### src/rtl/game_input_conditioner_if.sv
`default_nettype none
// ----------------------------------------------------------------------------
// game_input_conditioner_if : raw player inputs and the conditioned step bus
// Revision : 1.0
// ----------------------------------------------------------------------------
interface game_input_conditioner_if;
    logic       KEY_STEP_N;
    logic [5:0] SW_RAW;
    logic       STEP;
    logic [5:0] CMD;
    logic       CMD_CONFLICT;
    logic [7:0] STEP_COUNT;

    modport master (
        output KEY_STEP_N,
        output SW_RAW,
        input  STEP,
        input  CMD,
        input  CMD_CONFLICT,
        input  STEP_COUNT
    );

    modport slave (
        input  KEY_STEP_N,
        input  SW_RAW,
        output STEP,
        output CMD,
        output CMD_CONFLICT,
        output STEP_COUNT
    );
endinterface
`default_nettype wire

### src/rtl/game_input_conditioner.sv
`default_nettype none
// ----------------------------------------------------------------------------
// game_input_conditioner : synchronizes the step key and switches, debounces
// the key and issues one STEP with a latched command per accepted press.
// Revision : 1.0
// ----------------------------------------------------------------------------
module game_input_conditioner #(
    parameter int DEBOUNCE_CYCLES = 500000,
    parameter int CNT_W           = 20
) (
    input  wire logic               CLOCK,
    input  wire logic               RESET,
    game_input_conditioner_if.slave bus
);

    localparam logic [CNT_W-1:0] c_cnt_last = CNT_W'(DEBOUNCE_CYCLES - 1);

    typedef enum logic [1:0] {
        RELEASE_WAIT = 2'd0,
        IDLE         = 2'd1,
        PRESS_WAIT   = 2'd2,
        HELD         = 2'd3
    } state_t;

    state_t           state_q, state_d;
    logic [CNT_W-1:0] cnt_q, cnt_d;
    logic             key_meta_q, key_meta_d;
    logic             key_sync_q, key_sync_d;
    logic [5:0]       sw_meta_q, sw_meta_d;
    logic [5:0]       sw_sync_q, sw_sync_d;
    logic             step_q, step_d;
    logic [5:0]       cmd_q, cmd_d;
    logic             conflict_q, conflict_d;
    logic [7:0]       step_count_q, step_count_d;
    logic             w_accept;
    logic             w_multi;

    // More than one bit set exactly when clearing the lowest set bit leaves something.
    assign w_multi = |(sw_sync_q & (sw_sync_q - 6'd1));

    always_comb begin
        key_meta_d   = bus.KEY_STEP_N;
        key_sync_d   = key_meta_q;
        sw_meta_d    = bus.SW_RAW;
        sw_sync_d    = sw_meta_q;
        state_d      = state_q;
        cnt_d        = '0;
        w_accept     = 1'b0;

        case (state_q)
            RELEASE_WAIT: begin
                if (key_sync_q) begin
                    if (cnt_q == c_cnt_last) state_d = IDLE;
                    else                     cnt_d   = cnt_q + 1'b1;
                end
            end
            IDLE: begin
                if (!key_sync_q) state_d = PRESS_WAIT;
            end
            PRESS_WAIT: begin
                if (key_sync_q) begin
                    state_d = IDLE;
                end else if (cnt_q == c_cnt_last) begin
                    state_d  = HELD;
                    w_accept = 1'b1;
                end else begin
                    cnt_d = cnt_q + 1'b1;
                end
            end
            HELD: begin
                if (key_sync_q) state_d = RELEASE_WAIT;
            end
            default: state_d = RELEASE_WAIT;
        endcase

        step_d       = w_accept;
        step_count_d = w_accept ? step_count_q + 8'd1 : step_count_q;
        cmd_d        = cmd_q;
        conflict_d   = conflict_q;
        if (w_accept) begin
            cmd_d      = w_multi ? 6'd0 : sw_sync_q;
            conflict_d = w_multi;
        end
    end

    always_ff @(posedge CLOCK or posedge RESET) begin
        if (RESET) begin
            key_meta_q   <= 1'b1;
            key_sync_q   <= 1'b1;
            sw_meta_q    <= '0;
            sw_sync_q    <= '0;
            state_q      <= RELEASE_WAIT;
            cnt_q        <= '0;
            step_q       <= 1'b0;
            cmd_q        <= '0;
            conflict_q   <= 1'b0;
            step_count_q <= '0;
        end else begin
            key_meta_q   <= key_meta_d;
            key_sync_q   <= key_sync_d;
            sw_meta_q    <= sw_meta_d;
            sw_sync_q    <= sw_sync_d;
            state_q      <= state_d;
            cnt_q        <= cnt_d;
            step_q       <= step_d;
            cmd_q        <= cmd_d;
            conflict_q   <= conflict_d;
            step_count_q <= step_count_d;
        end
    end

    assign bus.STEP         = step_q;
    assign bus.CMD          = cmd_q;
    assign bus.CMD_CONFLICT = conflict_q;
    assign bus.STEP_COUNT   = step_count_q;

endmodule
`default_nettype wire

### src/flat_wrapper.sv
// flat-port wrapper written by rule: the top's interface ports become plain ports
module game_input_conditioner_flat 
#(
    parameter int DEBOUNCE_CYCLES = 500000,
    parameter int CNT_W           = 20
)
  (CLOCK, RESET, bus_KEY_STEP_N, bus_SW_RAW, bus_STEP, bus_CMD, bus_CMD_CONFLICT, bus_STEP_COUNT);
  game_input_conditioner_if bus_i ();
  input  wire logic CLOCK;
  input  wire logic RESET;
  input wire logic [$bits(bus_i.KEY_STEP_N)-1:0] bus_KEY_STEP_N;
  input wire logic [$bits(bus_i.SW_RAW)-1:0] bus_SW_RAW;
  output wire logic [$bits(bus_i.STEP)-1:0] bus_STEP;
  output wire logic [$bits(bus_i.CMD)-1:0] bus_CMD;
  output wire logic [$bits(bus_i.CMD_CONFLICT)-1:0] bus_CMD_CONFLICT;
  output wire logic [$bits(bus_i.STEP_COUNT)-1:0] bus_STEP_COUNT;
  assign bus_i.KEY_STEP_N = bus_KEY_STEP_N;
  assign bus_i.SW_RAW = bus_SW_RAW;
  assign bus_STEP = bus_i.STEP;
  assign bus_CMD = bus_i.CMD;
  assign bus_CMD_CONFLICT = bus_i.CMD_CONFLICT;
  assign bus_STEP_COUNT = bus_i.STEP_COUNT;
  game_input_conditioner #(.DEBOUNCE_CYCLES(DEBOUNCE_CYCLES), .CNT_W(CNT_W)) u_core (.CLOCK(CLOCK), .RESET(RESET), .bus(bus_i));
endmodule
### config.mk
export PLATFORM = sky130hd
export DESIGN_NAME = game_input_conditioner_flat
export DESIGN_NICKNAME = d
export VERILOG_FILES = /design/src/rtl/game_input_conditioner_if.sv /design/src/rtl/game_input_conditioner.sv /design/src/flat_wrapper.sv
export SDC_FILE = /design/constraint.sdc
export NUM_CORES = 1
export LEC_CHECK = 0
export CELL_PAD_IN_SITES_DETAIL_PLACEMENT = 0
export CELL_PAD_IN_SITES_GLOBAL_PLACEMENT = 1
export CORE_MARGIN = 5
export CORE_UTILIZATION = 45
export DETAILED_ROUTE_END_ITERATION = 8
export GPL_TIMING_DRIVEN = 0
export PLACE_DENSITY = 0.81
export RECOVER_POWER = 50
export SKIP_CTS_REPAIR_TIMING = 1
export SLEW_MARGIN = 20
export SYNTH_ARGS = -nofsm -noshare
export SYNTH_HDL_FRONTEND = slang
export SYNTH_SLANG_ARGS = --single-unit
### constraint.sdc
create_clock -name CLOCK -period 2.63 [get_ports CLOCK]
set_clock_uncertainty 0.2 [all_clocks]
set_input_delay 0.526 -clock CLOCK [delete_from_list [all_inputs] [get_ports CLOCK]]
set_output_delay 0.526 -clock CLOCK [all_outputs]
set_load 0.02 [all_outputs]
==> impl_metrics.tcl <==
set metrics [dict create \
    routed_via_density 5.007 \
    clkTransAtPathRegs_ns 0.10 \
    synth_ff_type "dfrtp_1" \
    synth-seq-area-share_pct 57.16 \
    grt_max_degree 31 \
    comb_power_share_pct 3.6 \
    start_util_pct 45.53 \
    dieWidth_um 81.20 \
    synth-seq-cells 52 \
    drt_iter0_markers 46 \
    timing.rr.end "u_core.bus.CMD_CONFLICT" \
    ys_warn_count 0 \
    fin_nets 234 \
    dp_hpwl_um 2767 \
    switching_share_pct 22.04 \
    fmax_mhz 415.2 \
    holdPathStages 0 \
    area_growth_syn_to_layout_pct 19.47 \
    p_int_mw 1.050 \
    critPathMaxFanout 10 \
    required_ns 2.62 \
    final_cells 294 \
    critical_path_class "flip-flop to flip-flop" \
    cts_buffers 5 \
    rsz0062_at_grt "false" \
    num-fill-cells 445 \
    p_sw_mw 0.2968 \
    hold_ws_ns 0.1551 \
    utilization_pct 54.40 \
    synth_common_cells "dfrtp_1 (50), nor2_1 (27), xor2_1 (13)" \
    drt_first_pass_iters 4 \
    dp.cells 286 \
    io_buffers 24 \
    yosys.area.top_type "dfrtp_1" \
    gp_congestion 0.7570 \
    hp-class "flip-flop to flip-flop" \
    period_share_pct 91.57 \
    hp-start "u_core.sw_meta_q[3]" \
    drive_gt1_share_pct 11.61 \
    cts_sinks 52 \
    worstMarginPinSlew_ns 0.8825 \
    syn_nets 202 \
    cts_tree "yes" \
    diodes 0 \
    clockRootBuffer "clkbuf_8" \
    cts_buffer_depth 2 \
    relSlewSlack_pct 41.10 \
    syn-instance-count 191 \
    async_reset_ff_share_pct 100.0 \
    seqCellArea_sq_um 1304 \
    vias 1472 \
    die_y_um 81.20 \
    peakVddDrop_v 0.0003835 \
    power.share.sequential_pct 61.4 \
    outcome "finished, final reports clean" \
    synth.top_cell.area_share_pct 54.85 \
    post_drt_wl_per_cell_um 12.89 \
    cp-end-kind "flip-flop" \
    num_rows 26 \
    r2r_cells 6 \
    core_sq_um 5010 \
    h-tree-depth 2 \
    start_kind "flip-flop" \
    drv_cap 0 \
    power_density_nw_per_um2 494.3 \
    syn_area_per_cell_sq_um 11.94 \
    setup_violations 0 \
    synth_edf_count 0 \
    rrSetupSlack_ns 0.22 \
    track_usage_pct 13.62 \
    synth.most_common_cell "dfrtp_1" \
    drt_wl_total_um 3789 \
    detail-route-antenna-nets 0 \
    hold_viol 0 \
    grt_pass1_vias 1511 \
    slew_viol_final 0 \
    multi_input_area_sq_um 925.9 \
    dieArea_sq_um 6593 \
    syn_area_sq_um 2281 \
    grt.overflow.total 0 \
    p_leak_nw 1.162 \
    crit_arrival_ns 2.40 \
    synth_area_leaders "dfrtp_1 (55%), xor2_1 (5.0%), xnor2_1 (4.6%)" \
    min_to "u_core.sw_sync_q[3]" \
    clock_latency_ns 0.31 \
    clkPwrFrac_pct 35.0 \
    yosysUniqueCellTypes 32 \
    finalCriticalPeriod_ns 2.408 \
    antenna_found_initial 0 \
    grt_pass1_wl_um 6824 \
    ios 25 \
    remaining_drc_errors 0 \
    reg2reg_from "u_core.cnt_q[0]" \
]
-- worst max-delay path by stage --
stage	depth (start not counted)	endpoint	slack, ns	from
3_3_place_gp	2	u_core.bus.STEP_COUNT[5]	-0.30	RESET
3_5_place_dp	6	u_core.bus.CMD[3]	0.25	u_core.cnt_q[0]
2_1_floorplan	6	u_core.bus.CMD_CONFLICT	0.48	u_core.cnt_q[0]
6_report	6	u_core.bus.CMD_CONFLICT	0.22	u_core.cnt_q[0]
5_1_grt	6	u_core.bus.CMD[4]	0.1	u_core.cnt_q[0]
4_1_cts	6	u_core.bus.CMD_CONFLICT	0.23	u_core.cnt_q[0]
-- layout make-up --
| type | count | share of cell area [%] |
|---|---|---|
| timing repair buffer | 25 | 9.550 |
| clock buffer | 6 | 3.030 |
| sequential | 52 | 47.84 |
| inverter | 5 | 0.6887 |
| multi-input combinational | 130 | 33.98 |
| clock inverter | 2 | 0.5051 |
| tap | 70 | 3.214 |
| buffer | 4 | 1.194 |
-- cells by family after synthesis --
family,synth area share (%)
compound gates,1.097
buf+inv,2.249
fa+ha+maj,1.536
simple gates,23.70
flops,57.16
xor+xnor,10.31
mux,3.949
-- power by group through the flow --
stage	Combinational, mW	Clock [mW]	Sequential (mW)
2_1_floorplan	0.0296	0	0.840
6_report	0.0487	0.471	0.827
3_3_place_gp	0.0486	0	0.842
4_1_cts	0.0535	0.494	0.828
3_5_place_dp	0.0532	0	0.843
5_1_grt	0.0580	0.529	0.830
-- state kept, by name, summed over array words and instances, names as in the netlist --
| signal | count |
|---|---|
| u_core.bus.CMD_CONFLICT | 1 |
| u_core.sw_meta_q | 6 |
| u_core.bus.STEP_COUNT | 8 |
| u_core.cnt_q | 20 |
| u_core.state_q | 2 |
| u_core.bus.STEP | 1 |
| u_core.bus.CMD | 6 |
| u_core.key_meta_q | 1 |
| u_core.key_sync_q | 1 |
| u_core.sw_sync_q | 6 |
-- critical path, stage by stage, from the launching register on --
cell and delay [ns]:
dfrtp_1 0.43, ha_1 0.25, and4_1 0.31, nand3_2 0.13, nor4_4 0.40, buf_6 0.22, mux2_2 0.34
-- per-stage QoR --
| stage | power (mW) | worst slack [ns] | setup TNS (ns) | instance area (sq um) |
|---|---|---|---|---|
| finish | 1.347 | 0.2218 | 0 | 2725 |
| global route | 1.417 | 0.09711 | 0 | 2725 |
| CTS | 1.376 | 0.2283 | 0 | 2725 |
| detailed placement | 0.8965 | 0.2508 | 0 | 2629 |
| global placement | 0.8911 | -0.3000 | -14.84 | 2609 |
| floorplan | 0.8698 | 0.4807 | 0 | 2281 |
-- cell usage in the layout (no fill, tap or decap), types with 2 or more instances in the layout --
cell             instances
clkdlybuf4s50_1         16
nand3_2                  2
nand3_1                  9
nor2_1                  27
buf_6                    2
nor3_1                   3
mux2_1                   5
nand2_1                 12
xor2_1                  13
inv_1                    5
mux2_2                   3
dlygate4sd3_1            8
dfrtp_1                 50
nor4b_1                  6
nor4b_4                  2
nand4_1                 10
xnor2_1                 12
nor4_1                   6
ha_1                     2
clkbuf_8                 6
and4_1                   3
buf_2                    2
or3_1                    3
or2_2                    2
-- per-layer routing --
metal  global-route usage, %  wire length [um]  vias to the layer above
met1                   17.38              1822                      717
met3                   3.880               147                        8
met2                   21.51              1735                       21
met4                   6.081                84                        0
li1                        -                 -                      726
met5                       0                 0                        -
Power figures use the tool's default switching activity.
